$ cat src/rtl/space_inv_pkg.sv
// space_inv_pkg
// Shared types and constants for the player ship lifecycle controller.
//   ship_state_t : lifecycle states of the player ship
//   DEF_*        : default frame counts used as module parameter defaults
//   LIVES_W      : width of the lives counter
//   CNT_W        : width of every frame-based down counter
//   blink_bit()  : picks one counter bit as a blink phase for the draw enable
package space_inv_pkg;

    localparam int LIVES_W = 3;
    localparam int CNT_W   = 8;

    localparam int DEF_LIVES          = 3;
    localparam int DEF_BLINK_FRAMES   = 60;
    localparam int DEF_RESPAWN_FRAMES = 30;
    localparam int DEF_FIRE_COOLDOWN  = 15;
    localparam int DEF_INVULN_FRAMES  = 90;

    typedef enum logic [2:0] {
        ST_IDLE,
        ST_ALIVE,
        ST_HIT,
        ST_RESPAWN,
        ST_OVER
    } ship_state_t;

    // A counter bit toggling every 2^sel frames gives a cheap blink phase.
    function automatic logic blink_bit(input logic [CNT_W-1:0] cnt,
                                       input logic [2:0]       sel);
        return cnt[sel];
    endfunction

endpackage

$ cat src/rtl/player_ship_ctrl_frame_down_counter.sv
// frame_down_counter
// Loadable down counter that steps once per video frame and stops at zero.
// Ports:
//   clk, resetN   : clock, asynchronous active-low reset (count -> 0)
//   startOfFrame  : one-clk frame pulse, enables one decrement
//   clear         : synchronous force to zero (highest priority)
//   load, loadVal : synchronous load (beats the frame decrement)
//   cnt           : current count
//   zero          : cnt == 0
module frame_down_counter
    import space_inv_pkg::*;
(
    input  logic             clk,
    input  logic             resetN,
    input  logic             startOfFrame,
    input  logic             clear,
    input  logic             load,
    input  logic [CNT_W-1:0] loadVal,
    output logic [CNT_W-1:0] cnt,
    output logic             zero
);

    // Clear beats load beats decrement; the count saturates at zero.
    always_ff @(posedge clk or negedge resetN) begin
        if (!resetN) begin
            cnt <= '0;
        end else if (clear) begin
            cnt <= '0;
        end else if (load) begin
            cnt <= loadVal;
        end else if (startOfFrame && (cnt != '0)) begin
            cnt <= cnt - CNT_W'(1);
        end
    end

    assign zero = (cnt == '0);

endmodule

$ cat src/rtl/player_ship_ctrl.sv
// player_ship_ctrl
// Lifecycle controller for the player ship: gates the mover keys, sequences
// hit / blink / respawn, counts lives and rate-limits fire requests.
// Optional build macro INVULN_EN adds post-respawn invulnerability.
// Ports:
//   clk, resetN      : clock, asynchronous active-low reset
//   startOfFrame     : one-clk pulse per video frame
//   startGame        : level, starts a game from idle or game over
//   btnRight/Left    : movement key levels
//   btnFire          : fire key level
//   playerHit        : collision of the ship with an enemy shot/alien
//   RightMove/LeftMove : movement enables to the ship mover
//   respawnPulse     : one-clk pulse, mover reloads its start position
//   shipVisible      : draw enable for the ship
//   fireReq          : one-clk request to the shot generator
//   livesLeft        : remaining lives
//   gameOver         : high while the game is over
module player_ship_ctrl
    import space_inv_pkg::*;
#(
    parameter int LIVES          = DEF_LIVES,
    parameter int BLINK_FRAMES   = DEF_BLINK_FRAMES,
    parameter int RESPAWN_FRAMES = DEF_RESPAWN_FRAMES,
    parameter int FIRE_COOLDOWN  = DEF_FIRE_COOLDOWN
`ifdef INVULN_EN
   ,parameter int INVULN_FRAMES  = DEF_INVULN_FRAMES
`endif
)(
    input  logic       clk,
    input  logic       resetN,
    input  logic       startOfFrame,
    input  logic       startGame,
    input  logic       btnRight,
    input  logic       btnLeft,
    input  logic       btnFire,
    input  logic       playerHit,
    output logic       RightMove,
    output logic       LeftMove,
    output logic       respawnPulse,
    output logic       shipVisible,
    output logic       fireReq,
    output logic [2:0] livesLeft,
    output logic       gameOver
);

    localparam logic [LIVES_W-1:0] LIVES_LD   = LIVES_W'(LIVES);
    localparam logic [CNT_W-1:0]   BLINK_LD   = CNT_W'(BLINK_FRAMES);
    localparam logic [CNT_W-1:0]   RESPAWN_LD = CNT_W'(RESPAWN_FRAMES);
    localparam logic [CNT_W-1:0]   COOL_LD    = CNT_W'(FIRE_COOLDOWN);

    ship_state_t      state, stateNext;
    logic [CNT_W-1:0] frmCnt, frmLoadVal, coolCnt;
    logic             frmZero, frmLoad, coolZero, coolReady;
    logic             startNow, respawnNow, hitAccept, fireAccept;
    logic             invulnActive, invulnBlink;

    frame_down_counter uFrame (
        .clk          (clk),
        .resetN       (resetN),
        .startOfFrame (startOfFrame),
        .clear        (1'b0),
        .load         (frmLoad),
        .loadVal      (frmLoadVal),
        .cnt          (frmCnt),
        .zero         (frmZero)
    );

    // Cooldown restarts from zero whenever the ship (re)enters play.
    frame_down_counter uCool (
        .clk          (clk),
        .resetN       (resetN),
        .startOfFrame (startOfFrame),
        .clear        (startNow | respawnNow),
        .load         (fireAccept),
        .loadVal      (COOL_LD),
        .cnt          (coolCnt),
        .zero         (coolZero)
    );

    // The accepting frame's own decrement is folded into the ready check, so
    // accepted shots land exactly FIRE_COOLDOWN frames apart.
    assign coolReady = coolZero | (coolCnt == CNT_W'(1));

`ifdef INVULN_EN
    logic [CNT_W-1:0] invulnCnt;
    logic             invulnZero;

    // Only a respawn grants invulnerability; a fresh game start wipes it.
    frame_down_counter uInvuln (
        .clk          (clk),
        .resetN       (resetN),
        .startOfFrame (startOfFrame),
        .clear        (startNow),
        .load         (respawnNow),
        .loadVal      (CNT_W'(INVULN_FRAMES)),
        .cnt          (invulnCnt),
        .zero         (invulnZero)
    );

    assign invulnActive = ~invulnZero;
    assign invulnBlink  = blink_bit(invulnCnt, 3'd1);
`else
    assign invulnActive = 1'b0;
    assign invulnBlink  = 1'b1;
`endif

    // State register.
    always_ff @(posedge clk or negedge resetN) begin
        if (!resetN) begin
            state <= ST_IDLE;
        end else begin
            state <= stateNext;
        end
    end

    // Next-state decode plus the one-cycle strobes that steer the counters.
    // A hit is checked every clock and takes precedence over a fire request.
    always_comb begin
        stateNext  = state;
        startNow   = 1'b0;
        respawnNow = 1'b0;
        hitAccept  = 1'b0;
        fireAccept = 1'b0;
        frmLoad    = 1'b0;
        frmLoadVal = BLINK_LD;
        case (state)
            ST_IDLE, ST_OVER: begin
                if (startGame) begin
                    startNow  = 1'b1;
                    stateNext = ST_ALIVE;
                end
            end
            ST_ALIVE: begin
                if (playerHit && !invulnActive) begin
                    hitAccept  = 1'b1;
                    frmLoad    = 1'b1;
                    frmLoadVal = BLINK_LD;
                    stateNext  = ST_HIT;
                end else if (startOfFrame && btnFire && coolReady) begin
                    fireAccept = 1'b1;
                end
            end
            ST_HIT: begin
                if (frmZero) begin
                    if (livesLeft == '0) begin
                        stateNext = ST_OVER;
                    end else begin
                        frmLoad    = 1'b1;
                        frmLoadVal = RESPAWN_LD;
                        stateNext  = ST_RESPAWN;
                    end
                end
            end
            ST_RESPAWN: begin
                if (frmZero) begin
                    respawnNow = 1'b1;
                    stateNext  = ST_ALIVE;
                end
            end
            default: stateNext = ST_IDLE;
        endcase
    end

    // Registered pulses and the lives counter; a hit can only be accepted
    // with at least one life left, so the decrement never wraps.
    always_ff @(posedge clk or negedge resetN) begin
        if (!resetN) begin
            livesLeft    <= LIVES_LD;
            respawnPulse <= 1'b0;
            fireReq      <= 1'b0;
        end else begin
            respawnPulse <= startNow | respawnNow;
            fireReq      <= fireAccept;
            if (startNow) begin
                livesLeft <= LIVES_LD;
            end else if (hitAccept && (livesLeft != '0)) begin
                livesLeft <= livesLeft - LIVES_W'(1);
            end
        end
    end

    // Movement enables, draw enable and game-over flag decoded from state.
    always_comb begin
        RightMove   = 1'b0;
        LeftMove    = 1'b0;
        shipVisible = 1'b0;
        case (state)
            ST_ALIVE: begin
                RightMove   = btnRight & ~btnLeft;
                LeftMove    = btnLeft & ~btnRight;
                shipVisible = invulnActive ? invulnBlink : 1'b1;
            end
            ST_HIT:  shipVisible = blink_bit(frmCnt, 3'd2);
            default: shipVisible = 1'b0;
        endcase
    end

    assign gameOver = (state == ST_OVER);

endmodule
$ cat config.mk
export PLATFORM = sky130hd
export DESIGN_NAME = player_ship_ctrl
export DESIGN_NICKNAME = d
export VERILOG_FILES = /design/src/rtl/space_inv_pkg.sv /design/src/rtl/player_ship_ctrl_frame_down_counter.sv /design/src/rtl/player_ship_ctrl.sv
export SDC_FILE = /design/constraint.sdc
export NUM_CORES = 1
export LEC_CHECK = 0
export ABC_AREA = 1
export CORE_ASPECT_RATIO = 0.5
export CORE_MARGIN = 5
export CORE_UTILIZATION = 49
export CTS_BUF_LIST = sky130_fd_sc_hd__clkbuf_16
export DETAILED_ROUTE_END_ITERATION = 7
export PLACE_DENSITY_LB_ADDON = 0.05
export SYNTH_ARGS = -nofsm -noshare
export SYNTH_HDL_FRONTEND = slang
export SYNTH_SLANG_ARGS = --single-unit
export TNS_END_PERCENT = 100
$ cat constraint.sdc
create_clock -name clk -period 3.9 [get_ports clk]
set_input_delay 0.585 -clock clk [delete_from_list [all_inputs] [get_ports clk]]
set_output_delay 0.585 -clock clk [all_outputs]
set_load 0.01 [all_outputs]
Yosys cells after proc, flatten, opt, wreduce, memory -nomap -nowiden. Cells that the tools add are included.

Add/subtract/negate cells: 3. Eq/ne operators: 9. Muxes and demuxes: 31. Bitwise logic cells: 6. Reduce and logical (&&, ||, !) cells: 17.

Operators by type and width (number): $mux 8 (5); $mux 3 (7); $mux 6 (3); $logic_not 8->1 (2); $reduce_bool 8->1 (2); $sub 8x1->8 const B (2); $mux 1 (13); $pmux 3 s4 (1); $eq 8x1->1 const B (1); $ne 2x2->1 const B (4); $eq 3x2->1 const B (2); $logic_not 3->1 (2); $reduce_bool 3->1 (2); $logic_and 1x1->1 (5); $pmux 1 s2 (2); $reduce_and 4->1 (1); $reduce_bool 2->1 (2); $eq 3x1->1 const B (1); $eq 3x3->1 const B (1); $sub 3x1->3 const B (1); $and 1x1->1 (2); $not 1->1 (2); $or 1x1->1 (2); $reduce_or 2->1 (1).

Register bits: 24. Input bits: 8. Output and inout port bits: 9.

Depth between registers and ports, before layout. Gate-level depths: netlist of run 1.

Word-level depth: 8. Depth in mapped cells: 11. Depth with buffers taken out: 11.

Modules after synthesis. Synthesis of run 1 repeated with hierarchy kept, for this count alone.

Cell total of the unflattened synthesis: 264. Area total of the unflattened synthesis: 1828.0 um^2.

Modules (own cells, without submodules): frame_down_counter (times used 2, cells each 89, area each 623.1 um^2, sequential area each 200.2 um^2); player_ship_ctrl (times used 1, cells each 86, area each 581.8 um^2, sequential area each 202.7 um^2).

Worst setup path after synthesis of run 1. OpenSTA, ideal clock, no wires.

Path kind: register -> register. Start: register livesLeft[0]. End: register uFrame.cnt[6]. Library setup time: 117 ps. Arrival time: 1456 ps. Data required time: 3783 ps. Path slack: 2327 ps. Cell stages (with the launch flop): 11. Period minus slack after synthesis: 1573 ps. Path through: dfstp_2 -> inv_1 -> ha_1 -> nand2_1 -> inv_1 -> nor2_1 -> nand2_2 -> nand2_2 -> inv_2 -> nand3_1 -> nand2_1.

Word-level cells in the longest chain between the ends: 5. Elaborated cells between the ends (all ways): 6. Those cells by class: 4 x mux; 2 x reduce/logical.

Ends and longest elaborated chain: start: declaration (RTL line player_ship_ctrl.sv:42) `output logic [2:0] livesLeft,`; start signal: assignment (RTL line player_ship_ctrl.sv:177) `livesLeft <= livesLeft - LIVES_W'(1);`; $logic_not 3->1 (*) (RTL line player_ship_ctrl.sv:145) `if (livesLeft == '0) begin`; $mux 1 (*) (RTL line player_ship_ctrl.sv:145); $mux 1 (*) (RTL line player_ship_ctrl.sv:144) `if (frmZero) begin`; $pmux 1 s2 (*) (RTL line player_ship_ctrl.sv:126) `case (state)`; $mux 8 or $reduce_bool 2->1 (tied branches); end signal: assignment (RTL line player_ship_ctrl_frame_down_counter.sv:30) `cnt <= loadVal;`; end signal: assignment (RTL line player_ship_ctrl_frame_down_counter.sv:32) `cnt <= cnt - CNT_W'(1);`; end: declaration (RTL line player_ship_ctrl_frame_down_counter.sv:19) `output logic [CNT_W-1:0] cnt,`.

Mark *: on every way between the ends. The rest lies on a longest branch, timed or not. A chain may end at the register's enable or synchronous reset.

Worst setup path in the final report of run 1.
Start: input port btnRight. End: output port RightMove.

Word-level cells in the longest chain between the ends: 2.

Ends and longest elaborated chain: start: declaration (RTL line player_ship_ctrl.sv:33) `input logic btnRight,`; $and 1x1->1 (RTL line player_ship_ctrl.sv:189) `RightMove = btnRight & ~btnLeft;`; $mux 1 (RTL line player_ship_ctrl.sv:187) `case (state)`; end: declaration (RTL line player_ship_ctrl.sv:37) `output logic RightMove,`.

Every way passes these cells.

==> results of run 1 <==
==> where the power goes <==
group	switching, mW	total (mW)	internal, mW
registers	0.0924	0.447	0.355
clock network	0.0964	0.301	0.204
logic	0.429	0.696	0.267
total	0.618	1.44	0.827
==> tightest hold or removal path, cell delays in order (launching register included) <==
cell	delay, ns
dfstp_2	0.38
nand2_1	0.06
nand3_1	0.06
==> cell type report <==
type | count | area share, %
Multi-Input combinational cell | 164 | 45.31
Sequential cell | 24 | 31.65
Timing Repair Buffer | 16 | 8.404
Inverter | 33 | 6.500
Clock buffer | 3 | 3.940
Tap cell | 40 | 2.626
Clock inverter | 1 | 1.576
==> sequential cells by signal, indices dropped and copies added (netlist names) <==
| name | flops |
|---|---|
| uFrame.cnt | 8 |
| livesLeft | 3 |
| respawnPulse | 1 |
| state | 3 |
| fireReq | 1 |
| uCool.cnt | 8 |
==> logic make-up after synthesis <==
family,count (synthesis)
AOI/OAI and AO/OA,16
xor gates and xnor gates,4
adders and majority gates,6
buffers and inverters,34
DFF,24
and+or+nand+nor,138
==> synth_stat cells, drive strengths merged <==
library cell  count
xor2              2
nor3              1
o21bai            1
o21ai             8
nand2            67
nand3            19
a21oi             5
dfstp             2
buf               1
o211ai            2
nand3b            1
xnor2             2
dfrtp            22
ha                6
or2               1
inv              33
nand4            11
nor2             38
==> per-stage QoR <==
step	hold WS (ns)	instance area, um2	cells	setup WS, ns
after floorplan	0.2894	1595	222	2.327
after global placement	0.4927	1800	277	1.514
after detailed placement	0.4999	1800	277	1.498
after CTS	0.5115	1906	281	1.493
after global routing	0.5358	1906	281	1.431
final	0.5048	1906	281	1.500
==> layer usage <==
metal / track usage, % / part of all wire [%] / vias to the layer above
met5: 0 / 0 / -
li1: - / - / 744
met3: 4.776 / 4.9 / 5
met1: 21.87 / 51 / 667
met4: 3.218 / 0.69 / 0
met2: 24.70 / 43 / 28
==> final timing paths <==
check	end	slack (ns)	cells after the start
max	RightMove	1.50	4
min	livesLeft[0]	0.50	2
max reg2reg	uFrame.cnt[7]	2.21	10
min reg2reg	livesLeft[0]	0.50	2
max in group asynchronous	uFrame.cnt[4]	2.31	1
min in group asynchronous	uCool.cnt[0]	0.92	1
==> cell usage in the layout (no fill, tap or decap), types with 2 or more instances in the layout <==
cell type        synthesis  routed
ha_1                     6       6
inv_2                    4       4
o211ai_1                 2       2
o21ai_0                  6       6
nand2_1                 63      63
nand4_1                 10      10
a21oi_1                  4       4
nor2_1                  30      30
nand3_1                 17      17
clkdlybuf4s50_1          0      16
dfrtp_1                 22      22
nor2_2                   4       4
nor2_4                   4       4
xor2_1                   2       2
clkbuf_16                0       3
inv_1                   29      29
dfstp_2                  2       2
xnor2_1                  2       2
nand2_2                  4       4
==> flow_summary_export.csv, run 1 <==
group,metric,value,unit
setup_path,cp-startpoint,"btnRight",
clocking,post_cts_hold_buffer_count,0,
pwr,power.leakage,1.020,nW
yosys,ys_ff_latch,24,
layout,multi_input_area,863.3,um2
floorplanning,start_util,52.04,%
setup_path,cp.required,3.31,ns
yosys,synth_area_leaders,"dfrtp_1, nand2_1, nor2_1, inv_1, nand3_1",
clocking,cts_sinks,24,
sta,setup_viol,0,
grt,track_usage,15.81,%
sta,hold_viol_final,0,
sta,rsz0062_at_grt,"no",
sta,slew_headroom,25.77,%
floorplanning,core-area,0.003065,mm2
layout,fillCellCount,274,
yosys,synthCells,222,
placed_design,portBuffers,16,
status,status,"complete, no violations",
setup_path,startpoint_type,"input port",
yosys,synth_simple_gate_area_share,40.78,%
yosys,syn_area_per_cell,7.186,um2
yosys,synth_top_family_by_area,"simple AND/OR/NAND/NOR gates",
layout,layout-drive-gt1-share,11.62,%
sta,min_period,2.400,ns
detailed_routing,wirelength,3337,um
yosys,synthXorXnorAreaFrac,2.196,%
grt,grt_overflow,0,
yosys,ys_types,28,
clocking,cts_buffers,3,
setup_path,cp_max_fo,2,
layout,regArea,603.1,um2
min_path,min_path_type,"reg -> reg",
detailed_routing,routedWlPerCell,11.88,um
setup_path,crit_type,"in -> out",
yosys,yosysSeqAreaShare,37.80,%
yosys,synth_top_area_share,34.51,%
sta,fin_setup_tns,0,ns
setup_path,cp_cell_sequence,"clkdlybuf4s50_1 > inv_1 > nor3_1 > clkdlybuf4s50_1",
floorplanning,die_w,90.69,um
yosys,synth_mux_area_share,0,%
setup_path,crit_arrival,1.82,ns
pwr,pwr_density_cell,757.9,mW/mm2
floorplanning,rows,14,
detailed_routing,num_vias,1444,
setup_path,cp_slowest_cell,"clkdlybuf4s50_1",
floorplanning,ios,17,
setup_path,rr_startpoint,"livesLeft[0]",
sta,drv_slew,0,
detailed_routing,viasPerCell,5.139,
placed_design,hpwl,2437,um
yosys,yosys.area.top_type,"dfrtp_1",
detailed_routing,drc,0,
grt,grt_pass1_vias,1293,
clocking,post_cts_buffers,0,
setup_path,critPathTopFamily,"buffers and inverters",
detailed_routing,final_antenna_net_count,0,
clocking,cts_tree,"built",
grt,antenna_found_initial,0,
clocking,clk_pin_slew,0.06,ns
placed_design,place.gp.congestion,0.8825,
setup_path,path_buf_inv,3,
sta,finalCritPeriodShare,61.54,%
layout,nets,256,
floorplanning,die-area,0.004566,mm2
layout,utilization,62.16,%
clocking,cts_buffer_depth,2,
clocking,cts.repair.resized,0,
setup_path,critPathMostFrequentCell,"clkdlybuf4s50_1",
setup_path,cpPeakStageDelay,0.56,ns
detailed_routing,initialDrtViolationCount,38,
clocking,htree_levels,1,
layout,diodes,0,
grt,grt_max_degree,25,
yosys,synth_fa_ha_area_share,4.706,%
detailed_routing,firstDrtPassIters,4,
floorplanning,chipHeight,50.35,um
pwr,ir_drop,0.3211,mV
sta,fmax,416.6,MHz
layout,syn_to_final_growth,19.45,%
yosys,synth_nets,236,
sta,worst_pin_slew,1.110,ns
yosys,syn_area,0.001595,mm2
clocking,root_buffer,"clkbuf_16",
job,drv_cap,0,
yosys,yosys_warnings,0,
pwr,total_power,1.444,mW
min_path,holdCritStartpoint,"livesLeft[0]",
clocking,clk_latency,0.26,ns
setup_path,end_kind,"primary output",
yosys,synth_compound_area_share,6.431,%
grt,grt_pass1_wl,5934,um
sta,final.setup_skew,0.003489,ns
No activity file was read; power rests on OpenSTA's default activity.
==> run 2: changes to the inputs <==
==> constraint.sdc (replaced) <==
create_clock -name clk -period 2.47 [get_ports clk]
set_input_delay 0.3705 -clock clk [delete_from_list [all_inputs] [get_ports clk]]
set_output_delay 0.3705 -clock clk [all_outputs]
set_load 0.01 [all_outputs]
==> flow_summary_export.csv, run 2 (synthesis results as in run 1) <==
group,metric,value,unit
placed_design,portBuffers,16,
sta,min_period,2.007,ns
sta,fin_setup_tns,0,ns
setup_path,crit_arrival,1.64,ns
sta,setup_slack,0.4633,ns
sta,finalCritPeriodShare,81.24,%
sta,final.setup_skew,0.006571,ns
pwr,pwr_density_cell,1141,mW/mm2
floorplanning,die_w,90.69,um
pwr,power.leakage,1.017,nW
clocking,clk_latency,0.26,ns
clocking,htree_levels,1,
clocking,post_cts_buffers,0,
pwr,total_power,2.162,mW
sta,setup_viol,0,
detailed_routing,initialDrtViolationCount,90,
grt,grt_pass1_vias,1228,
setup_path,regToRegSetupSlack,0.76,ns
layout,nets,258,
sta,fmax,498.3,MHz
sta,hold_viol_final,0,
job,drv_cap,0,
setup_path,end_kind,"primary output",
clocking,cts_sinks,24,
layout,syn_to_final_growth,18.75,%
layout,diodes,0,
placed_design,hpwl,2487,um
grt,grt_max_degree,25,
min_path,min_path_type,"in -> async",
layout,largestRegisters,"uCool.cnt x8, uFrame.cnt x8",
clocking,cts.repair.resized,0,
setup_path,startpoint_type,"flop",
placed_design,place.gp.congestion,0.8660,
sta,whs,0.4741,ns
floorplanning,rows,14,
clocking,cts_buffer_depth,2,
layout,final_common_cell,"nand2_1",
detailed_routing,num_vias,1412,
sta,slew_headroom,77.85,%
setup_path,cp_max_fo,4,
sta,rsz0062_at_grt,"no",
floorplanning,ios,17,
floorplanning,die-area,0.004566,mm2
clocking,cts_tree,"built",
detailed_routing,drc,0,
detailed_routing,final_antenna_net_count,0,
clocking,cts_buffers,3,
placed_design,place_ws,0.4596,ns
setup_path,rr_startpoint,"livesLeft[0]",
sta,drv_slew,0,
floorplanning,core-area,0.003065,mm2
clocking,root_buffer,"clkbuf_16",
clocking,post_cts_hold_buffer_count,0,
layout,fillCellCount,257,
grt,grt_pass1_wl,5789,um
detailed_routing,viasPerCell,4.989,
detailed_routing,routedWlPerCell,11.60,um
status,status,"complete, no violations",
grt,antenna_found_initial,0,
layout,layout-drive-gt1-share,11.93,%
setup_path,rr_worst_depth,10,
sta,worst_pin_slew,0.3322,ns
clocking,clk_pin_slew,0.07,ns
setup_path,cp.required,2.10,ns
pwr,ir_drop,0.5858,mV
detailed_routing,wirelength,3284,um
setup_path,r2r-end,"uFrame.cnt[7]",
detailed_routing,firstDrtPassIters,4,
setup_path,crit_type,"reg -> out",
grt,grt_overflow,0,
floorplanning,start_util,52.04,%
grt,track_usage,15.42,%
layout,final_cell_mix,"nand2_1, nor2_1, inv_1",
floorplanning,chipHeight,50.35,um
==> run 2: changes by cell type in the layout (fill, tap and decap cells not counted) <==
| cell | delta |
|---|---|
| clkinv_1 | +1 |
| buf_4 | +2 |
| bufinv_16 | -1 |
==> run 2: worst max-delay path by stage <==
stage | from | to | slack [ns]
after global routing | state[1] | RightMove | 0.33
after detailed placement | btnRight | RightMove | 0.46
after global placement | btnRight | RightMove | 0.52
after floorplan | livesLeft[0] | uFrame.cnt[6] | 0.90
final | state[1] | RightMove | 0.46
after CTS | state[1] | RightMove | 0.44
==> run 2: routing by layer <==
layer  share of wire (%)  vias up  track usage (%)
li1                    -      749                -
met1                  53      640            22.63
met2                  43       21            23.25
met3                 3.9        2            4.179
met4                0.37        0            2.228
met5                   0        -                0
==> run 2: final cells by class <==
cell class                      count  area [um2]  share of cell area (%)
Clock inverter                      1       3.754                  0.1982
Timing Repair Buffer               18       175.2                   9.247
Tap cell                           40       50.05                   2.642
Clock buffer                        3       75.07                   3.963
Multi-Input combinational cell    164       863.3                   45.57
Sequential cell                    24       603.1                   31.84
Inverter                           33       123.9                   6.539
==> run 2: through the flow <==
step | util [%] | std cells | area [um2]
global placement | 59.22 | 279 | 1815
detailed placement | 59.22 | 279 | 1815
finish | 61.80 | 283 | 1894
floorplan | - | 222 | 1595
global route | 61.80 | 283 | 1894
CTS | 61.80 | 283 | 1894
==> run 2: report_power, final <==
| group | switching (mW) | internal, mW | total (mW) |
|---|---|---|---|
| clock | 0.140 | 0.216 | 0.356 |
| sequential | 0.147 | 0.560 | 0.707 |
| combinational | 0.674 | 0.425 | 1.10 |
==> run 2: critical path, cell delays in order, from the launching register on <==
cell and delay [ns]:
dfrtp_1 0.41, inv_2 0.08, nand3_1 0.14, nor3_1 0.18, clkdlybuf4s50_1 0.57
==> run 3: changes to the inputs <==
==> constraint.sdc (replaced) <==
create_clock -name clk -period 2 [get_ports clk]
set_input_delay 0.3 -clock clk [delete_from_list [all_inputs] [get_ports clk]]
set_output_delay 0.3 -clock clk [all_outputs]
set_load 0.01 [all_outputs]
==> flow_summary_export.csv, run 3 (synthesis results as in run 1) <==
group,metric,value,unit
setup_path,crit_type,"reg -> out",
detailed_routing,viasPerCell,5.163,
setup_path,regToRegSetupSlack,0.32,ns
sta,drv_slew,0,
grt,grt_pass1_vias,1285,
clocking,htree_levels,1,
sta,fmax,522.4,MHz
sta,worst_pin_slew,0.3237,ns
floorplanning,rows,14,
floorplanning,die-area,0.004566,mm2
placed_design,hpwl,2440,um
placed_design,dp_cells,279,
detailed_routing,num_vias,1461,
floorplanning,start_util,52.04,%
status,status,"complete, no violations",
sta,finalCritPeriodShare,95.71,%
floorplanning,chipHeight,50.35,um
layout,final_common_cell,"nand2_1",
layout,fillCellCount,267,
clocking,cts_buffer_depth,2,
clocking,root_buffer,"clkbuf_16",
floorplanning,ios,17,
sta,rsz0062_at_grt,"no",
pwr,power.switching,1.204,mW
layout,nets,258,
clocking,post_cts_hold_buffer_count,0,
setup_path,crit_arrival,1.61,ns
setup_path,rr_worst_depth,10,
detailed_routing,firstDrtPassIters,4,
grt,grt_overflow,0,
detailed_routing,wirelength,3364,um
layout,final_area,0.001921,mm2
sta,final.setup_skew,0.006887,ns
layout,syn_to_final_growth,20.39,%
floorplanning,core-area,0.003065,mm2
grt,grt_pass1_wl,5733,um
sta,setup_slack,0.08586,ns
sta,hold_viol_final,0,
setup_path,cp.required,1.70,ns
pwr,total_power,2.820,mW
setup_path,startpoint_type,"flop",
job,drv_cap,0,
pwr,power.internal,1.616,mW
placed_design,dpl_cell_area,0.001815,mm2
clocking,cts_tree,"built",
pwr,p_sw_share,42.69,%
sta,slew_headroom,78.42,%
detailed_routing,routedWlPerCell,11.89,um
placed_design,place_ws,0.1313,ns
setup_path,rr_startpoint,"livesLeft[0]",
clocking,post_cts_buffers,0,
setup_path,r2r-end,"uFrame.cnt[7]",
clocking,cts_sinks,24,
sta,setup_viol,0,
clocking,cts.repair.resized,0,
clocking,cts_buffers,3,
pwr,power.leakage,1.029,nW
clocking,clk_latency,0.26,ns
layout,layout-drive-gt1-share,12.35,%
pwr,clockPowerShare,20.6,%
grt,antenna_found_initial,0,
layout,largestRegisters,"uCool.cnt x8, uFrame.cnt x8",
pwr,combPwrFrac,48.4,%
layout,final-instance-count-excl-fill,283,
grt,grt_max_degree,25,
layout,diodes,0,
layout,final_cell_mix,"nand2_1, nor2_1, inv_1",
sta,whs,0.3959,ns
layout,utilization,62.65,%
detailed_routing,final_antenna_net_count,0,
setup_path,cp_max_fo,4,
grt,track_usage,15.41,%
pwr,ir_drop,0.7468,mV
sta,fin_setup_tns,0,ns
min_path,min_path_type,"in -> async",
pwr,pwr_density_cell,1468,mW/mm2
setup_path,end_kind,"primary output",
pwr,seqPwrFrac,30.9,%
sta,min_period,1.914,ns
floorplanning,die_w,90.69,um
clocking,clk_pin_slew,0.07,ns
placed_design,place.gp.congestion,0.8622,
detailed_routing,drc,0,
detailed_routing,initialDrtViolationCount,58,
placed_design,portBuffers,16,
## run 3: cell count changes in the layout (fill, tap and decap cells not counted), sizes merged
cell    delta
clkinv     -1
bufinv     +1
## run 3: how the worst max path moves through the flow
stage               slack (ns)  cells past startpoint         start            end
floorplan                 0.43                     10  livesLeft[0]  uFrame.cnt[6]
global placement          0.19                      4      btnRight      RightMove
detailed placement        0.13                      4      btnRight      RightMove
CTS                       0.07                      4      state[1]      RightMove
global route             0.009                      4      state[1]      RightMove
finish                    0.09                      4      state[1]      RightMove
## run 3: per-layer routing
| layer | track usage [%] | wire length (um) |
|---|---|---|
| met1 | 19.67 | 1638 |
| met2 | 25.90 | 1525 |
| met3 | 4.478 | 172 |
| met4 | 4.208 | 27 |
| met5 | 0 | 0 |
## run 3: power by group through the flow
stage	sequential, mW	clock (mW)	combinational, mW
global placement	0.875	0	1.33
CTS	0.870	0.587	1.37
floorplan	0.850	0	1.02
global route	0.898	0.614	1.55
detailed placement	0.875	0	1.36
finish	0.873	0.582	1.37
## run 3: area by class of cell
cell class / instances / area (um2) / share of cell area [%]
repair buffers: 18 / 175.2 / 9.121
inverters: 33 / 123.9 / 6.450
clock buffers: 3 / 75.07 / 3.909
multi-input cells: 164 / 863.3 / 44.95
well taps: 40 / 50.05 / 2.606
flip-flops and latches: 24 / 603.1 / 31.40
clock inverters: 1 / 30.03 / 1.564
## run 3: critical path, stage by stage (launching register included)
cell	delay (ns)
dfrtp_1	0.41
inv_2	0.08
nand3_1	0.14
nor3_1	0.16
clkdlybuf4s50_1	0.56
